--- src/rtl/bch_correct_buffer.sv ---
// Holds the received data word through BCH decode, XORs in the Chien error stream
// beat by beat, and presents the corrected word with a decode-failure flag.
module bch_correct_buffer #(
   parameter  int DATA_BITS = 5,
   parameter  int BITS      = 1,
   parameter  int ERR_W     = 2,
   localparam int NBEATS    = DATA_BITS / BITS,
   localparam int CNT_W     = $clog2(NBEATS + 1),
   localparam int CC_W      = $clog2(DATA_BITS + 1)
) (
   input  logic                 clk,
   input  logic                 rst,
   input  logic                 load,
   input  logic [DATA_BITS-1:0] code_data_in,
   output logic                 load_ready,
   input  logic                 err_count_valid,
   input  logic [ERR_W-1:0]     err_count,
   input  logic                 err_first,
   input  logic                 err_valid,
   input  logic                 err_last,
   input  logic [BITS-1:0]      err,
   output logic [DATA_BITS-1:0] data_out,
   output logic                 out_valid,
   input  logic                 out_ack,
   output logic [CC_W-1:0]      corr_count,
   output logic                 fail
);

   localparam logic [CNT_W-1:0] NB = CNT_W'(NBEATS);

   typedef enum logic [1:0] {IDLE, WAIT, CORR, DONE} state_t;

   state_t               state, state_nx;
   logic [DATA_BITS-1:0] word, word_nx, raw, raw_nx;
   logic [CC_W-1:0]      cc_nx, pop;
   logic [CNT_W-1:0]     beat_cnt, bc_nx;
   logic [ERR_W-1:0]     ec, ec_nx;
   logic                 fail_nx, beat, restart;

   always_comb begin
      pop = '0;
      for (int i = 0; i < BITS; i++) pop = pop + CC_W'(err[i]);
   end

   always_comb begin
      state_nx = state;
      word_nx  = word;
      raw_nx   = raw;
      cc_nx    = corr_count;
      bc_nx    = beat_cnt;
      ec_nx    = ec;
      fail_nx  = fail;
      beat     = 1'b0;
      restart  = 1'b0;
      case (state)
         IDLE: if (load) begin
            raw_nx   = code_data_in;
            word_nx  = code_data_in;
            cc_nx    = '0;
            bc_nx    = '0;
            fail_nx  = 1'b0;
            state_nx = WAIT;
         end
         WAIT: begin
            if (err_count_valid) ec_nx = err_count;
            if (err_first) begin
               beat     = 1'b1;
               restart  = 1'b1;
               state_nx = err_last ? DONE : CORR;
            end
         end
         CORR: begin
            if (err_count_valid) ec_nx = err_count;
            beat    = err_first | err_valid;
            restart = err_first;
            if (err_last) state_nx = DONE;
         end
         DONE: if (out_ack) state_nx = IDLE;
         default: state_nx = IDLE;
      endcase

      // A restart rebuilds from the uncorrected copy so repeated passes are exact
      if (beat) begin
         if (restart) begin
            word_nx = raw;
            cc_nx   = '0;
            bc_nx   = '0;
         end
         if (bc_nx < NB) begin
            for (int b = 0; b < NBEATS; b++)
               if (bc_nx == CNT_W'(b)) word_nx[b*BITS +: BITS] = word_nx[b*BITS +: BITS] ^ err;
            cc_nx = cc_nx + pop;
            bc_nx = bc_nx + CNT_W'(1);
         end
      end

      if (state != DONE && state_nx == DONE)
         fail_nx = (32'(cc_nx) != 32'(ec_nx)) || (bc_nx < NB);
   end

   always_ff @(posedge clk or negedge rst) begin
      if (!rst) begin
         state      <= IDLE;
         word       <= '0;
         raw        <= '0;
         corr_count <= '0;
         beat_cnt   <= '0;
         ec         <= '0;
         fail       <= 1'b0;
      end else begin
         state      <= state_nx;
         word       <= word_nx;
         raw        <= raw_nx;
         corr_count <= cc_nx;
         beat_cnt   <= bc_nx;
         ec         <= ec_nx;
         fail       <= fail_nx;
      end
   end

   assign load_ready = (state == IDLE);
   assign out_valid  = (state == DONE);
   assign data_out   = word;

endmodule

--- config.mk ---
export PLATFORM = sky130hd
export DESIGN_NAME = bch_correct_buffer
export DESIGN_NICKNAME = d
export VERILOG_FILES = /design/src/rtl/bch_correct_buffer.sv
export SDC_FILE = /design/constraint.sdc
export NUM_CORES = 1
export LEC_CHECK = 0
export ABC_AREA = 0
export CAP_MARGIN = 20
export CORE_MARGIN = 2
export CORE_UTILIZATION = 33
export DETAILED_ROUTE_END_ITERATION = 6
export PLACE_DENSITY = 0.54
export SETUP_SLACK_MARGIN = 0.4
export SLEW_MARGIN = 20
export SYNTH_ARGS = -nofsm -noshare
export SYNTH_HDL_FRONTEND = slang
export SYNTH_SLANG_ARGS = --single-unit
--- constraint.sdc ---
create_clock -name clk -period 7 [get_ports clk]
set_clock_uncertainty 0.2 [all_clocks]
set_input_delay 0.7 -clock clk [delete_from_list [all_inputs] [get_ports clk]]
set_output_delay 0.7 -clock clk [all_outputs]
set_load 0.01 [all_outputs]
Word level (Yosys, flattened, before mapping)
Cells that the tools add are included.
{"block": "classes", "n_addsub": 2, "order_cmp": 2, "n_eq_ne": 10, "n_mux": 37, "n_bitwise": 6, "n_reduce_logical": 9}
{"op": "$mux 3", "count": 12}
{"op": "$mux 5", "count": 6}
{"op": "$mux 2", "count": 6}
{"op": "$mux 1", "count": 10}
{"op": "$pmux 2 s4", "count": 1}
{"op": "$eq 2x2->1 const B", "count": 3}
{"op": "$eq 3x2->1 const B", "count": 2}
{"op": "$lt 3x3->1 const B", "count": 2}
{"op": "$xor 1x1->1", "count": 5}
{"op": "$pmux 1 s2", "count": 2}
{"op": "$reduce_and 2->1", "count": 2}
{"op": "$reduce_bool 2->1", "count": 2}
{"op": "$add 3x1->3", "count": 1}
{"op": "$add 3x1->3 const B", "count": 1}
{"op": "$eq 3x1->1 const B", "count": 1}
{"op": "$eq 3x3->1 const B", "count": 1}
{"op": "$logic_not 3->1", "count": 1}
{"op": "$ne 3x2->1", "count": 1}
{"op": "$eq 2x1->1 const B", "count": 1}
{"op": "$logic_not 2->1", "count": 1}
{"op": "$ne 2x2->1 const B", "count": 1}
{"op": "$reduce_or 2->1", "count": 1}
{"op": "$logic_and 1x1->1", "count": 1}
{"op": "$logic_or 1x1->1", "count": 1}
{"op": "$or 1x1->1", "count": 1}
{"block": "word_totals", "register_bits": 21, "input_bits": 16, "out_inout_bits": 11}

Longest topological paths before layout
{"block": "depth", "depth_word": 10, "ltp_mapped": 14, "depth_no_buf": 12}

Worst setup path before layout
Ideal clock, no wire load.
{"block": "synth_timing", "path_kind": "register to register", "from": "register state[1]", "to": "register word[3] (netlist: data_out[3])", "setup_ns": 0.128, "arrival_ns": 2.317, "slack_ns": 4.355, "path_stages_with_launch": 15, "path_buffers": 2, "period_less_slack_ns": 2.645, "path_cell_list": "dfrtp_1 inv_1 ha_1 nand2_1 buf_4 buf_2 nand3_1 inv_1 ha_1 ha_1 o311a_1 xnor2_1 nor2_1 a31oi_1 o22ai_1"}
{"block": "synth_via", "elab_chain_cells": 8, "word_cells_on_any_way": 17}
{"element": "from (decl)", "line": "33", "source": "state_t state, state_nx;"}
{"element": "from (signal assigned)", "line": "111", "source": "state <= state_nx;"}
{"element": "$logic_not 2->1 (*)"}
{"element": "named net load_ready", "line": "15", "source": "output logic load_ready,"}
{"element": "branches (longest 6 deep; another with $lt 3x3->1)"}
{"element": "$mux 5 (*)", "line": "83", "source": "if (beat) begin"}
{"element": "named net word_nx[3]", "line": "34", "source": "logic [DATA_BITS-1:0] word, word_nx, raw, raw_nx;"}
{"element": "to (signal assigned)", "line": "112", "source": "word <= word_nx;"}
{"element": "to (decl)", "line": "34"}
Mark *: on every way through the listed nets, which the timed path passes. The select of a mux whose other input is x is not followed.
A chain may end at the register's enable or synchronous reset.

Worst setup path in the final report
{"block": "layout_timing", "from": "input port load", "to": "register fail"}
{"block": "layout_via", "elab_chain_cells": 10, "word_cells_on_any_way": 26}
{"element": "from (decl)", "line": "13", "source": "input logic load,"}
{"element": "$mux 3 (*)", "line": "56", "source": "IDLE: if (load) begin"}
{"element": "$mux 3 (*)", "line": "55", "source": "case (state)"}
{"element": "$mux 3", "line": "84", "source": "if (restart) begin"}
{"element": "$mux 3", "line": "83"}
{"element": "$add 3x1->3 / $lt 3x3->1 (equally long branches)", "line": "93, 89"}
{"element": "$mux 3", "line": "89", "source": "if (bc_nx < NB) begin"}
{"element": "$mux 3 (*)", "line": "83"}
{"element": "named net bc_nx[2]", "line": "36", "source": "logic [CNT_W-1:0] beat_cnt, bc_nx;"}
{"element": "$lt 3x3->1 (*)", "line": "98", "source": "fail_nx = (32'(cc_nx) != 32'(ec_nx)) || (bc_nx < NB);"}
{"element": "$logic_or 1x1->1 (*)", "line": "98"}
{"element": "$mux 1 (*)", "line": "97", "source": "if (state != DONE && state_nx == DONE)"}
{"element": "to (signal assigned)", "line": "117", "source": "fail <= fail_nx;"}
{"element": "to (decl)", "line": "26", "source": "output logic fail"}
Mark *: on every way through the listed nets, which the timed path passes. The rest lies on a longest branch. The select of a mux whose other input is x is not followed.

==> metrics.txt <==
# DRC=0; area leader, netlist=dfrtp_1; DR WL/cell=14.8 um; fillers=429; I/O Pins=27; clk root buf=clkbuf_8; syn_nets=~170; Syn. warnings=0; ys async rst share=100%; clock slew at reported path FFs=0.08 ns; VDD IR max=0.139 mV; nature of the critical path endpoint=flop; sequential area share after synthesis=36.3%; Syn-to-layout area delta=21.9%; final cell count without fillers=between 200 and 250; met1 wire length=1440 um; post-cts sizing count=0; antenna violations before repair=0; WHS=0.194 ns; die area=about 5000 um2; Final WS setup=3.52 ns; met2 wire length=1690 um; row count=24; H-Tree Depth=1; Synth top area share=between 30% and 40%; most frequent cells in the layout=clkdlybuf4s50_1, dfrtp_1, nand2_1; clk sinks=21; Setup TNS=0 ns; largest fanout on the critical path=21; hpwl dp=2430 um; IO buf count=26; Comb pwr share=61.2%; Final nets=199; P_int=0.420 mW; die height=about 70 um; Final period util=about half; Initial Util=33.7%; CP startpoint kind=primary input; fin. max-slew vios=0; r2r startpoint=state[1]; RSZ-0062 raised after global routing=no; Hold Crit Class=primary input to async pin; clock share of power=between 10% and 20%; Reg area=between 500 and 600 um2; Worst Setup SP=load; dominant cells by area after synthesis=dfrtp_1, ha_1, mux2_2; DR WL met3=138 um; largest net degree at the start of global routing=22; Slew HR=34.8%; first-pass GRT wire length=5560 um; antenna-violating nets left=0; setup violators final=0; max frequency=288 MHz; Post-Route WL=3290 um; Final Core Density=41.1%; Via density=5.39; P_leak=roughly 0.8 nW; EDFF count, synth=0; gr ovfl total=0; NetSw=0.326 mW; critical path class=primary input to flop; # hold bufs at CTS=0; Setup WS pre-CTS=3.26 ns; multi-input logic area=~830 um2; CTS tree=built; Post-Syn Instances=146; Antenna diodes=0; Final Critical Period=3.48 ns; vias in the first global route=~1200; crit path DAT=between 3 and 4 ns; placed cell count=about 220; Core ar.=4290 um2; cell area power density=423 nW/um2; Required @ worst endpoint=about 6.9 ns; layout cell share with drive strength beyond 1=11.2%; Via Count=1197; CTS Buffer Depth=2; Die W=70.2 um; Setup Fix Bufs, Post-CTS=0; max cap viols=0; drt pass-1 iters=4; top layer in use=met4; Primary FF master, synth=dfrtp_1; DRT iter0 DRCs=16; GPL Wtd Cong=0.765; #FFs+latches synth=21; worst skew pair latency=0.26 ns; Switching Share=43.7%; Syn Std Cell Area=1450 um2; TritonCTS buffer count=3; commonest non-fill, non-tap cell in the layout=clkdlybuf4s50_1; Seq pwr share=between 20% and 30%; GRT Overall Usage=13.9%; library cells used by synthesis=41; Avg Synthesized Cell Area=9.92 um2; run status=completed; actual slew at the worst max-slew pin=0.976 ns; final hold violations=0
[cell families (layout without fill, tap and decap cells)]
kind of cell / after synthesis / in the layout / synth area share (%)
muxes: 14 / 14 / 10.7
buffers and inverters: 18 / 42 / 6.57
adders and majority gates: 12 / 12 / 10.4
xor gates and xnor gates: 6 / 6 / 3.63
DFF: 21 / 21 / 36.3
and+or+nand+nor: 37 / 37 / 13.6
AOI/OAI and AO/OA: 38 / 38 / 18.8
[metal layers]
metal  vias to the layer above  GRT usage [%]
met5                         -              0
met1                       593           17.2
li1                        576              -
met2                        26           24.1
met3                         2           4.04
met4                         0           2.99
[state kept, by name, summed over array words and instances, names as in the netlist]
| name | flops |
|---|---|
| beat_cnt | 3 |
| raw | 5 |
| data_out | 5 |
| ec | 2 |
| fail | 1 |
| state | 2 |
| corr_count | 3 |
[cells in the mapped netlist (2+ instances only)]
cell type   n
dfrtp_1    21
mux2i_1     5
ha_1       12
inv_1      12
o22ai_1     3
mux2_2      8
a31oi_1     3
buf_6       3
nand3_1     8
nand2_1    14
o22a_1      2
xor2_1      5
nor2_1      6
o211ai_1    2
a21oi_1    10
o21ai_0     5
nand2b_1    2
o32ai_1     2
[power by group through the flow]
stage	Clock [mW]	Sequential [mW]	Combinational, mW
CTS	0.0834	0.210	0.459
finish	0.0791	0.210	0.457
floorplan	0	0.214	0.334
detailed placement	0	0.213	0.457
global placement	0	0.208	0.439
global route	0.0885	0.218	0.507
[worst max-delay path, stage by stage]
cell and delay [ns]:
clkdlybuf4s50_1 0.53, nand2_1 0.59, nand3_1 0.40, inv_1 0.13, ha_1 0.22, ha_1 0.28
o21ai_0 0.24, o2111a_1 0.23, a31oi_1 0.08
[per-stage QoR]
stage               total power [mW]  area, um2
floorplan                      0.548       1450
global placement               0.648       1720
detailed placement             0.670       1720
CTS                            0.753       1770
global route                   0.813       1760
finish                         0.746       1760
[cell type report]
cell class | instances | share of cell area, %
sequential | 21 | 29.8
multi-input combinational | 107 | 46.9
clock buffer | 3 | 2.34
timing repair buffer | 26 | 14.5
inverter | 12 | 2.55
clock inverter | 1 | 0.284
tap | 52 | 3.69
[path summary, 6_finish.rpt]
kind	end	slack [ns]	cells after the start
setup / recovery	fail	3.52	9
hold / removal	data_out[3]	0.19	1
setup reg to reg	fail	3.72	10
hold reg to reg	ec[0]	0.32	1
max in group asynchronous	corr_count[0]	6.07	1
min in group clk	ec[0]	0.32	1
(Power assumes the default switching activity.)
